==> src/rtl/obb_world_stepper.sv <==
// Register-array world of N_OBJ oriented boxes, stepped one box per clock with wall bounce and angle wrap.
// Optional gravity on vel_y when OBB_GRAVITY_EN is defined.
//
// state    | meaning
// S_IDLE   | accepting loads and step_start
// S_UPDATE | updating box r_idx, one per cycle
// S_DONE   | step_done pulse, back to idle
module obb_world_stepper #(
    parameter int N_OBJ         = 4,
    parameter int INT_BITS      = 8,
    parameter int FRAC_BITS     = 8,
    parameter int ANG_INT_BITS  = 3,
    parameter int ANG_FRAC_BITS = 8,
    parameter int ARENA_W       = 64,
    parameter int ARENA_H       = 64,
    parameter int GRAVITY       = 16,
    localparam int IW = (N_OBJ > 1) ? $clog2(N_OBJ) : 1,
    localparam int W  = 1 + INT_BITS + FRAC_BITS,
    localparam int AW = 1 + ANG_INT_BITS + ANG_FRAC_BITS
) (
    input  logic                 clk,
    input  logic                 rst_n,
    input  logic                 step_start,
    output logic                 busy,
    output logic                 step_done,
    input  logic                 load_valid,
    output logic                 load_ready,
    input  logic [IW-1:0]        load_idx,
    input  logic signed [W-1:0]  load_pos_x,
    input  logic signed [W-1:0]  load_pos_y,
    input  logic signed [W-1:0]  load_vel_x,
    input  logic signed [W-1:0]  load_vel_y,
    input  logic signed [AW-1:0] load_angle,
    input  logic signed [AW-1:0] load_omega,
    input  logic [IW-1:0]        rd_idx,
    output logic signed [W-1:0]  rd_pos_x,
    output logic signed [W-1:0]  rd_pos_y,
    output logic signed [W-1:0]  rd_vel_x,
    output logic signed [W-1:0]  rd_vel_y,
    output logic signed [AW-1:0] rd_angle,
    output logic signed [AW-1:0] rd_omega
);
    typedef enum logic [1:0] {S_IDLE, S_UPDATE, S_DONE} state_t;

    localparam logic [IW:0]         N_OBJ_W  = N_OBJ[IW:0];
    localparam logic [IW-1:0]       IDX_LAST = IW'(N_OBJ - 1);
    localparam logic signed [W:0]   LIM_X    = (W+1)'(ARENA_W << FRAC_BITS);
    localparam logic signed [W:0]   LIM_Y    = (W+1)'(ARENA_H << FRAC_BITS);
    localparam logic signed [W-1:0] V_MAX    = {1'b0, {(W-1){1'b1}}};
    localparam logic signed [W-1:0] V_MIN    = {1'b1, {(W-1){1'b0}}};
    localparam int                  TWO_PI_I = int'(6.283185307179586 * (2.0 ** ANG_FRAC_BITS));
    localparam logic signed [AW:0]  TWO_PI   = (AW+1)'(TWO_PI_I);

    state_t              r_state, w_state_nxt;
    logic [IW-1:0]       r_idx;
    logic signed [W-1:0]  r_pos_x [N_OBJ];
    logic signed [W-1:0]  r_pos_y [N_OBJ];
    logic signed [W-1:0]  r_vel_x [N_OBJ];
    logic signed [W-1:0]  r_vel_y [N_OBJ];
    logic signed [AW-1:0] r_angle [N_OBJ];
    logic signed [AW-1:0] r_omega [N_OBJ];
    logic signed [W-1:0]  r_rd_pos_x, r_rd_pos_y, r_rd_vel_x, r_rd_vel_y;
    logic signed [AW-1:0] r_rd_angle, r_rd_omega;

    logic signed [W-1:0]  w_vy, w_px_nxt, w_vx_nxt, w_py_nxt, w_vy_nxt;
    logic signed [AW:0]   w_a;
    logic signed [AW-1:0] w_ang_nxt;
    logic                 w_load_we;

    function automatic logic signed [W-1:0] neg_sat(input logic signed [W-1:0] v);
        return (v == V_MIN) ? V_MAX : -v;
    endfunction

    // Sum is one bit wider than the operands, so the wall compare sees the true position.
    function automatic logic [2*W-1:0] axis_step(input logic signed [W-1:0] pos,
                                                 input logic signed [W-1:0] vel,
                                                 input logic signed [W:0]   lim);
        logic signed [W:0] p;
        p = {pos[W-1], pos} + {vel[W-1], vel};
        if (p[W])
            return {W'(0), neg_sat(vel)};
        else if (p > lim)
            return {lim[W-1:0], neg_sat(vel)};
        else
            return {p[W-1:0], vel};
    endfunction

`ifdef OBB_GRAVITY_EN
    localparam logic signed [W:0] SUM_MAX = (W+1)'(V_MAX);
    localparam logic signed [W:0] SUM_MIN = (W+1)'(V_MIN);
    logic signed [W:0] w_vy_sum;
    assign w_vy_sum = {r_vel_y[r_idx][W-1], r_vel_y[r_idx]} + (W+1)'(GRAVITY);
    assign w_vy = (w_vy_sum > SUM_MAX) ? V_MAX :
                  (w_vy_sum < SUM_MIN) ? V_MIN : w_vy_sum[W-1:0];
`else
    logic w_unused_gravity;
    assign w_unused_gravity = |GRAVITY;
    assign w_vy = r_vel_y[r_idx];
`endif

    assign {w_px_nxt, w_vx_nxt} = axis_step(r_pos_x[r_idx], r_vel_x[r_idx], LIM_X);
    assign {w_py_nxt, w_vy_nxt} = axis_step(r_pos_y[r_idx], w_vy, LIM_Y);

    assign w_a = {r_angle[r_idx][AW-1], r_angle[r_idx]} + {r_omega[r_idx][AW-1], r_omega[r_idx]};

    always_comb begin
        w_ang_nxt = w_a[AW-1:0];
        if (w_a >= TWO_PI)
            w_ang_nxt = AW'(w_a - TWO_PI);
        else if (w_a[AW])
            w_ang_nxt = AW'(w_a + TWO_PI);
    end

    always_comb begin
        w_state_nxt = r_state;
        case (r_state)
            S_IDLE:   if (step_start) w_state_nxt = S_UPDATE;
            S_UPDATE: if (r_idx == IDX_LAST) w_state_nxt = S_DONE;
            S_DONE:   w_state_nxt = S_IDLE;
            default:  w_state_nxt = S_IDLE;
        endcase
    end

    always_ff @(posedge clk or negedge rst_n) begin
        if (!rst_n) begin
            r_state <= S_IDLE;
            r_idx   <= '0;
        end else begin
            r_state <= w_state_nxt;
            if (r_state != S_UPDATE)
                r_idx <= '0;
            else if (r_idx != IDX_LAST)
                r_idx <= r_idx + IW'(1);
        end
    end

    assign load_ready = (r_state == S_IDLE);
    assign busy       = (r_state != S_IDLE);
    assign step_done  = (r_state == S_DONE);
    assign w_load_we  = load_valid && load_ready && ({1'b0, load_idx} < N_OBJ_W);

    always_ff @(posedge clk or negedge rst_n) begin
        if (!rst_n) begin
            for (int i = 0; i < N_OBJ; i++) begin
                r_pos_x[i] <= '0;
                r_pos_y[i] <= '0;
                r_vel_x[i] <= '0;
                r_vel_y[i] <= '0;
                r_angle[i] <= '0;
                r_omega[i] <= '0;
            end
        end else if (r_state == S_UPDATE) begin
            r_pos_x[r_idx] <= w_px_nxt;
            r_vel_x[r_idx] <= w_vx_nxt;
            r_pos_y[r_idx] <= w_py_nxt;
            r_vel_y[r_idx] <= w_vy_nxt;
            r_angle[r_idx] <= w_ang_nxt;
        end else if (w_load_we) begin
            r_pos_x[load_idx] <= load_pos_x;
            r_pos_y[load_idx] <= load_pos_y;
            r_vel_x[load_idx] <= load_vel_x;
            r_vel_y[load_idx] <= load_vel_y;
            r_angle[load_idx] <= load_angle;
            r_omega[load_idx] <= load_omega;
        end
    end

    always_ff @(posedge clk or negedge rst_n) begin
        if (!rst_n) begin
            r_rd_pos_x <= '0;
            r_rd_pos_y <= '0;
            r_rd_vel_x <= '0;
            r_rd_vel_y <= '0;
            r_rd_angle <= '0;
            r_rd_omega <= '0;
        end else if ({1'b0, rd_idx} < N_OBJ_W) begin
            r_rd_pos_x <= r_pos_x[rd_idx];
            r_rd_pos_y <= r_pos_y[rd_idx];
            r_rd_vel_x <= r_vel_x[rd_idx];
            r_rd_vel_y <= r_vel_y[rd_idx];
            r_rd_angle <= r_angle[rd_idx];
            r_rd_omega <= r_omega[rd_idx];
        end else begin
            r_rd_pos_x <= '0;
            r_rd_pos_y <= '0;
            r_rd_vel_x <= '0;
            r_rd_vel_y <= '0;
            r_rd_angle <= '0;
            r_rd_omega <= '0;
        end
    end

    assign rd_pos_x = r_rd_pos_x;
    assign rd_pos_y = r_rd_pos_y;
    assign rd_vel_x = r_rd_vel_x;
    assign rd_vel_y = r_rd_vel_y;
    assign rd_angle = r_rd_angle;
    assign rd_omega = r_rd_omega;
endmodule

==> config.mk <==
export PLATFORM = sky130hd
export DESIGN_NAME = obb_world_stepper
export DESIGN_NICKNAME = d
export VERILOG_FILES = /design/src/rtl/obb_world_stepper.sv
export SDC_FILE = /design/constraint.sdc
export NUM_CORES = 1
export LEC_CHECK = 0
export ABC_AREA = 0
export BUFFER_PORTS_ARGS = -buffer_cell sky130_fd_sc_hd__clkbuf_2
export CAP_MARGIN = 20
export CELL_PAD_IN_SITES_DETAIL_PLACEMENT = 1
export CELL_PAD_IN_SITES_GLOBAL_PLACEMENT = 2
export CORE_AREA = 2 2 293 266
export DETAILED_ROUTE_END_ITERATION = 16
export DIE_AREA = 0 0 295 268
export GPL_TIMING_DRIVEN = 0
export PLACE_DENSITY = 0.86
export SYNTH_ARGS = -nofsm -noshare
export SYNTH_HDL_FRONTEND = slang
export SYNTH_SLANG_ARGS = --single-unit
==> constraint.sdc <==
create_clock -name clk -period 5.23 [get_ports clk]
set_input_delay 0 -clock clk [delete_from_list [all_inputs] [get_ports clk]]
set_output_delay 0 -clock clk [all_outputs]
set_load 0.02 [all_outputs]
Yosys cells after proc, flatten, opt, wreduce, memory -nomap -nowiden
Cells that the tools add are included.

$add $sub $neg: 8. $lt $le $gt $ge: 8. Equal/unequal tests: 9. Mux-type cells: 78. Bitwise logic cells: 4. Reductions and logical operators: 9.

Operators by type and width (number): bitwise mux 68 bit (8); two-way mux 68 bit (8); two-way mux 17 bit (20); binary-select mux 17 bit (select 2 bit) (8); bitwise mux 48 bit (3); two-way mux 12 bit (12); two-way mux 34 bit (4); binary-select mux 12 bit (select 2 bit) (4); two-way mux 48 bit (2); demux 17 bit (select 2 bit) (2); demux 12 bit (select 2 bit) (2); adder 17 x 17 -> 18 bit (2); > comparator 18 x 16 -> 1 bit, second input constant (2); equality test 17 bit, second input constant (2); negator 17 bit (2); adder 12 x 12 -> 13 bit (1); greater-or-equal comparator 13 x 12 -> 1 bit, second input constant (1); adder 12 bit, second input constant (1); subtractor 12 bit, second input constant (1); greater-or-equal comparator 3 bit, second input constant (3); NOT 2 -> 3 bit (3); two-way mux 2 bit (4); less-than comparator 3 x 1 -> 1 bit, second input constant (2); inequality test 2 bit, second input constant (3); other kinds (10) (16).

Register bits: 464. Input port bits: 100. Output and inout port bits: 95.

Longest topological paths before layout
Gate-level depths: netlist (run 1).

Word-level depth: 10. Gate-level depth with buffers: 21. Gate-level depth less buffers: 14.

Worst setup path after synthesis (run 1)
OpenSTA, ideal clock, no wires.

Path type: register to register. Start point: register r_idx[0]. End point: register r_pos_x[29] (netlist name). Setup time: 0.078 ns. Data arrival time: 5.593 ns. Data required time: 5.152 ns. Setup slack: -0.441 ns. Stages on the path, launching flop included: 20. Path buffers: 7. Clock period less this slack: 5.671 ns. Cell sequence: dfrtp_1 buf_2 buf_6 buf_6 buf_4 buf_4 buf_1 mux4_2 ha_1 fa_1 a211oi_2 o21ai_2 o2111a_1 or3_1 a2111oi_2 nand4b_1 a211oi_4 buf_2 nand3_1 a21oi_1.

Cells in the longest elaborated chain, start to end: 10.

RTL lines: from (decl) (RTL line 55) `logic [IW-1:0] r_idx;`; from (signal assigned) (RTL line 133) `r_idx <= r_idx + IW'(1);`; NOT 2 -> 3 bit (not written as such) * (RTL line 101, 153); binary-select mux 17 bit (select 2 bit) (RTL line 101) `assign {w_px_nxt, w_vx_nxt} = axis_step(r_pos_x[r_idx], r_vel_x[r_idx], LIM_X);`; two-way mux 17 bit (not written as such) (2 in series) (RTL line 101); adder 17 x 17 -> 18 bit (RTL line 79) `p = {pos[W-1], pos} + {vel[W-1], vel};`; > comparator 18 x 16 -> 1 bit (RTL line 82) `else if (p > lim)`; two-way mux 34 bit (RTL line 82); two-way mux 34 bit (RTL line 80) `if (p[W])`; bitwise mux 68 bit * (RTL line 153) `r_pos_x[r_idx] <= w_px_nxt;`; two-way mux 68 bit * (RTL line 152) `end else if (r_state == S_UPDATE) begin`; to (signal, indexed assignment) (RTL line 153); to (signal, indexed assignment) (RTL line 159) `r_pos_x[load_idx] <= load_pos_x;`; to (decl) (RTL line 56) `logic signed [W-1:0] r_pos_x [N_OBJ];`.

Every way passes the cells marked *; elsewhere a longest branch is shown, timed or not. The select of a mux whose other input is x is not followed. A chain may end at the register's enable or synchronous reset.

Worst setup path after layout (run 1)
Start point: register r_idx[0]. End point: register r_vel_y[54] (netlist name).

Cells in the longest elaborated chain, start to end: 10.

RTL lines: NOT 2 -> 3 bit (not written as such) * (RTL line 98, 102, 156); binary-select mux 17 bit (select 2 bit), on equally long branches (RTL line 102, 98); two-way mux 17 bit, on equally long branches (2 in series) (RTL line 102, 98); adder 17 x 17 -> 18 bit (tied with other cells) (RTL line 79); > comparator 18 x 16 -> 1 bit / two-way mux 17 bit (equally long branches) (RTL line 82, 71); two-way mux 34 bit (RTL line 82); two-way mux 34 bit (RTL line 80); bitwise mux 68 bit * (RTL line 156) `r_vel_y[r_idx] <= w_vy_nxt;`; two-way mux 68 bit * (RTL line 152); to (signal, indexed assignment) (RTL line 156); to (signal, indexed assignment) (RTL line 162) `r_vel_y[load_idx] <= load_vel_y;`; to (decl) (RTL line 59) `logic signed [W-1:0] r_vel_y [N_OBJ];`.

Marks and branches as above.

==> results of run 1 <==
worst min-delay path, cell delays in order:
cell and delay, ns:
buf_1 0.18, nand2b_1 0.15, nor2_1 0.17, nand3_1 0.14, nand2_1 0.06
cell usage after synthesis, drive strengths merged, types with 34 or more instances:
| cell type | n |
|---|---|
| dfrtp | 464 |
| nand2 | 427 |
| a21oi | 259 |
| nor2 | 238 |
| mux4 | 184 |
| clkbuf | 165 |
| a211oi | 144 |
| o21ai | 102 |
| nand3 | 58 |
| ha | 54 |
| buf | 52 |
| nor3 | 36 |
| o221ai | 36 |
| and3 | 35 |
| o31ai | 34 |
routing by layer:
layer  share of wire  up-vias
met2            0.44     1788
li1                -    10975
met1            0.39    14258
met4           0.050       10
met5         0.00043        -
met3            0.12      392
final cells by class:
type                            count  share of cell area
Multi-Input combinational cell   1987              0.4496
Clock inverter                     23            0.007459
Sequential cell                   464              0.3410
Timing Repair Buffer              352             0.07937
Inverter                           30            0.003307
Buffer                            212             0.03366
Tap cell                         1029             0.03781
Clock buffer                       77             0.04758
Antenna cell                        2           0.0001470
flip-flops by register name, indices dropped and copies added, names as in the netlist:
name,cells
r_angle,48
r_idx,2
r_omega,48
r_pos_x,68
r_pos_y,68
r_state,2
r_vel_x,68
r_vel_y,68
rd_angle,12
rd_omega,12
rd_pos_x,17
rd_pos_y,17
rd_vel_x,17
rd_vel_y,17
per-stage QoR:
| stage | setup TNS (ns) | cells |
|---|---|---|
| floorplan | 0 | 2698 |
| global placement | -3698.90 | 3917 |
| detailed placement | -712.73 | 3928 |
| CTS | 0 | 4152 |
| global route | -0.3866 | 4174 |
| finish | 0 | 4176 |
worst paths after layout:
kind,startpoint,end,slack (ns),cells past startpoint
min in group asynchronous,rst_n,r_pos_x[38],0.46,4
setup reg to reg,r_idx[0],r_vel_y[54],0.08,22
max in group asynchronous,rst_n,rd_pos_y[10],3.65,5
hold / removal,load_idx[0],r_pos_y[49],0.09,5
hold reg to reg,r_omega[35],r_omega[35],0.50,2
setup / recovery,r_idx[0],r_vel_y[54],0.08,22
cell families after synthesis:
group / share of synthesized area
compound gates: 0.1958
xor+xnor: 0.01065
fa+ha+maj: 0.02711
buf+inv: 0.03629
flops: 0.4279
mux: 0.1573
simple gates: 0.1449
repair_timing:
action,4_1_cts,5_1_grt
hold endpoints to repair,510,0
buffers inserted,28,15
hold buffers,96,0
gates cloned,0,2
gates resized for setup,161,88
setup endpoints to repair,306,279
pin swaps,13,24
==> results.cfg, run 1 <==
[run_status]
status = finished, final reports clean

[critical_path]
end_kind = flop
path_cells = buf_6 -> buf_12 -> buf_16 -> buf_16 -> buf_16 -> buf_16 -> mux4_2 -> ha_2 -> fa_2 -> a21o_1 -> a221oi_4 -> buf_6 -> xnor2_2 -> nor4_2 -> nand3_1 -> o41ai_4 -> buf_4 -> buf_6 -> buf_4 -> a21oi_1 -> o2bb2ai_2 -> o221ai_1
crit_family = compound AO/OA/AOI/OAI gates
cp_num_buf_inv = 10
cp.arrival_ns = 5.63
critPathMaxFanout = 10
required_ns = 5.71
slowest_stage = mux4_2
cpPeakStageDelay_ns = 0.54
crit_top_cell = buf_16
worstSetupPathType = flop to flop
startpoint_type = flop

[floorplanning]
start_util = 0.3580
die_h_um = 268
dieArea_sq_um = 79060
die-width_um = 295
core_sq_um = 75790
rows = 96
io_pins = 195

[grt]
grt.met1_usage = 0.4459
grt_overflow = 0
use_met3 = 0.1072
grt-busiest-layer = met2
met2_usage = 0.5109
grt_usage = 0.3408
grt_pass1_vias = 28124
antenna_found_initial = 11
grt_pass1_wl_um = 195700
grt_max_degree = 114

[clock_tree]
clockBufferDepth = 3
htree_levels = 2
clock_latency_ns = 0.67
cts_tree = done
clkTransAtPathRegs_ns = 0.07
numCtsBuffers = 55
clock-sinks = 464
cts-root-buf = clkbuf_16

[synth]
yosys_warnings = 0
ys.flop_type = dfrtp_1
ys_seq_elements = 464
synth_top_cell_area_share = 0.4279
yosys.area.top_type = dfrtp_1
syn_area_sq_um = 27130
netlist_top_cells_area = dfrtp_1 43%, mux4_2 15%, nand2_1 5.9%
syn_nets = 2855
synth.distinct_cells = 84
syn_inst = 2698
ys_seq_area_frac = 0.4279
synth_edf_count = 0
syn_area_per_cell_sq_um = 10.06
synthArstFlopShare = 1.000

[routing]
avgViaCountPerCell = 6.567
vias = 27423
totalWireLength_um = 136400
wire_per_inst_um = 32.66
firstDrtPassIters = 6
drt_first_iter_violations = 3585
ant_nets = 0
drc = 0

[final_layout]
synthToLayoutAreaGrowth_pct = 25.49
final.fill_count = 8404
fin_area_sq_um = 34050
final_nets = 3259
seq_area_sq_um = 11610
final_common_cell = dfrtp_1
drive_above_1_share = 0.2289
utilization = 0.4493
final_cell_mix = 463 x dfrtp_1, 415 x nand2_1, 235 x nor2_1
multi_input_area_sq_um = 15310

[timing]
setup_ws_ns = 0.07647
drv_slew = 0
max_clock_freq_mhz = 194.0
fin_crit_sh = 0.9854
hold_viol = 0
slew_headroom = 0.09229
setup_violations = 0
whs_ns = 0.08594
min_period_ns = 5.154
worst_pin_slew_ns = 1.352
skew_ns = 0.03625

[placed_design]
dp_slack_ns = -2.863
dp_hpwl_um = 96890
gp_congestion = 0.9761
place_area_sq_um = 29630
numPortBuffers = 190

[hold_path]
hp-class = input pin to flop

[flow_run]
drv_cap = 0
Power of run 1 is left out: the tool's default activity adds up to more than one toggle a clock period on the data nets, which glitch-free logic cannot reach.
==> run 2: changes to the inputs <==
SETUP_SLACK_MARGIN = 0.5   (was default)
==> run 2 against run 1 <==
Compared with the run above: design area increased by 2.8%; count of clock-buffer cells in the layout is 5 higher; cell count grew 0.60%; via count up 0.20%; die area stayed put; non-clock buffer count is 24 higher; setup slack better by 0.0082 ns; wire length increased by 0.47%; global-route usage fell by 0.11 points; flip-flop and latch count stayed put.
==> results.cfg, run 2 (synthesis gave the netlist of run 1 again) <==
[floorplanning]
dieArea_sq_um = 79060
io_pins = 195
die-width_um = 295
rows = 96
die_h_um = 268
core_sq_um = 75790
start_util = 0.3580

[timing]
drv_slew = 0
skew_ns = 0.04105
setup_violations = 0
rsz0062_at_grt = yes
tns_ns = 0
max_clock_freq_mhz = 194.4
whs_ns = 0.09681
worst_pin_slew_ns = 1.290
setup_ws_ns = 0.08465
slew_headroom = 0.1398
hold_viol = 0
fin_crit_sh = 0.9838
min_period_ns = 5.145

[placed_design]
dp_slack_ns = -1.874
dp_hpwl_um = 96910
numPortBuffers = 190
gp_congestion = 0.9799
dp.cells = 3931

[routing]
drt_first_iter_violations = 2873
vias = 27478
totalWireLength_um = 137000
ant_nets = 0
wire_per_inst_um = 32.61
drc = 0
firstDrtPassIters = 6
avgViaCountPerCell = 6.541

[final_layout]
final_cells = 4201
final_common_cell = dfrtp_1
synthToLayoutAreaGrowth_pct = 28.95
final_nets = 3283
final_cell_mix = 463 x dfrtp_1, 408 x nand2_1, 234 x nor2_1
final.fill_count = 8315
drive_above_1_share = 0.2571

[grt]
grt_pass1_vias = 28164
antenna_found_initial = 9
grt_max_degree = 104
grt_usage = 0.3397
grt_overflow = 0
grt_pass1_wl_um = 193900

[flow_run]
drv_cap = 0

[critical_path]
r2r-start = r_idx[0]
cp-startpoint = r_idx[0]
startpoint_type = flop
r2r_slack_ns = 0.08
end_kind = flop
critical_path.endpoint = r_angle[4]
required_ns = 5.83
worst_r2r_endpoint = r_angle[4]
critPathMaxFanout = 10
cp.arrival_ns = 5.74
ff2ff_path_depth = 20
worstSetupPathType = flop to flop

[hold_path]
hp-class = input pin to flop

[clock_tree]
clkTransAtPathRegs_ns = 0.07
numCtsBuffers = 55
htree_levels = 2
clockBufferDepth = 3
cts-root-buf = clkbuf_16
clock_latency_ns = 0.66
clock-sinks = 464
cts_tree = done

[run_status]
status = finished, final reports clean
==> run 2: worst min-delay path by stage <==
stage | start | endpoint | slack [ns] | cells past startpoint
after floorplan | rst_n | r_angle[0] | -0.30 | 0
after global placement | step_start | r_state[0] | 0.24 | 3
after detailed placement | rst_n | r_pos_x[22] | -0.04 | 1
after CTS | load_idx[0] | r_pos_y[49] | 0.09 | 5
after global routing | rd_idx[0] | rd_pos_x[4] | 0.11 | 2
final | rd_idx[0] | rd_pos_x[4] | 0.1 | 2
==> run 2: per-layer routing <==
layer,routed length [um],vias to the layer above,global-route usage
li1,-,11031,-
met1,53590,14145,0.4469
met2,60060,1809,0.5032
met3,15390,479,0.1038
met4,7922,14,0.1811
met5,65,-,0
==> run 2: cell type report <==
class	count	area, sq um	area share
tap	1029	1287	0.03680
clock inverter	19	255.2	0.007295
antenna	2	5.005	0.0001430
inverter	30	112.6	0.003218
clock buffer	82	1619	0.04627
timing repair buffer	371	2885	0.08246
buffer	217	1277	0.03651
sequential	464	11610	0.3319
multi-input combinational	1987	15940	0.4554
==> run 2: timing repair <==
action	in CTS	in global routing
hold buffers	98	0
hold endpoints to repair	588	0
pin swaps	29	82
resized for setup	163	204
cloned	0	3
buffers inserted	34	20
endpoints found under the setup margin	307	292
==> run 2: critical path, cell delays in order, from the launching register on <==
cell     delay, ns
dfrtp_1       0.37
buf_6         0.13
buf_12        0.13
buf_16        0.11
buf_16        0.11
buf_16        0.16
buf_8         0.21
mux4_2        0.58
ha_1          0.25
fa_1          0.47
a21o_1        0.19
a21oi_1       0.26
xnor2_2       0.14
inv_1         0.14
ha_1          0.25
a21bo_2       0.27
o21a_2        0.24
o211a_1       0.23
or3_1         0.36
a31oi_4       0.33
a21o_1        0.17
==> run 2: per-stage QoR <==
stage	instance area (sq um)	utilization
floorplan	27330	-
global placement	29570	0.3901
detailed placement	29830	0.3936
CTS	33690	0.4445
global route	34980	0.4616
finish	34990	0.4617
Power of run 2 is left out for the same reason.
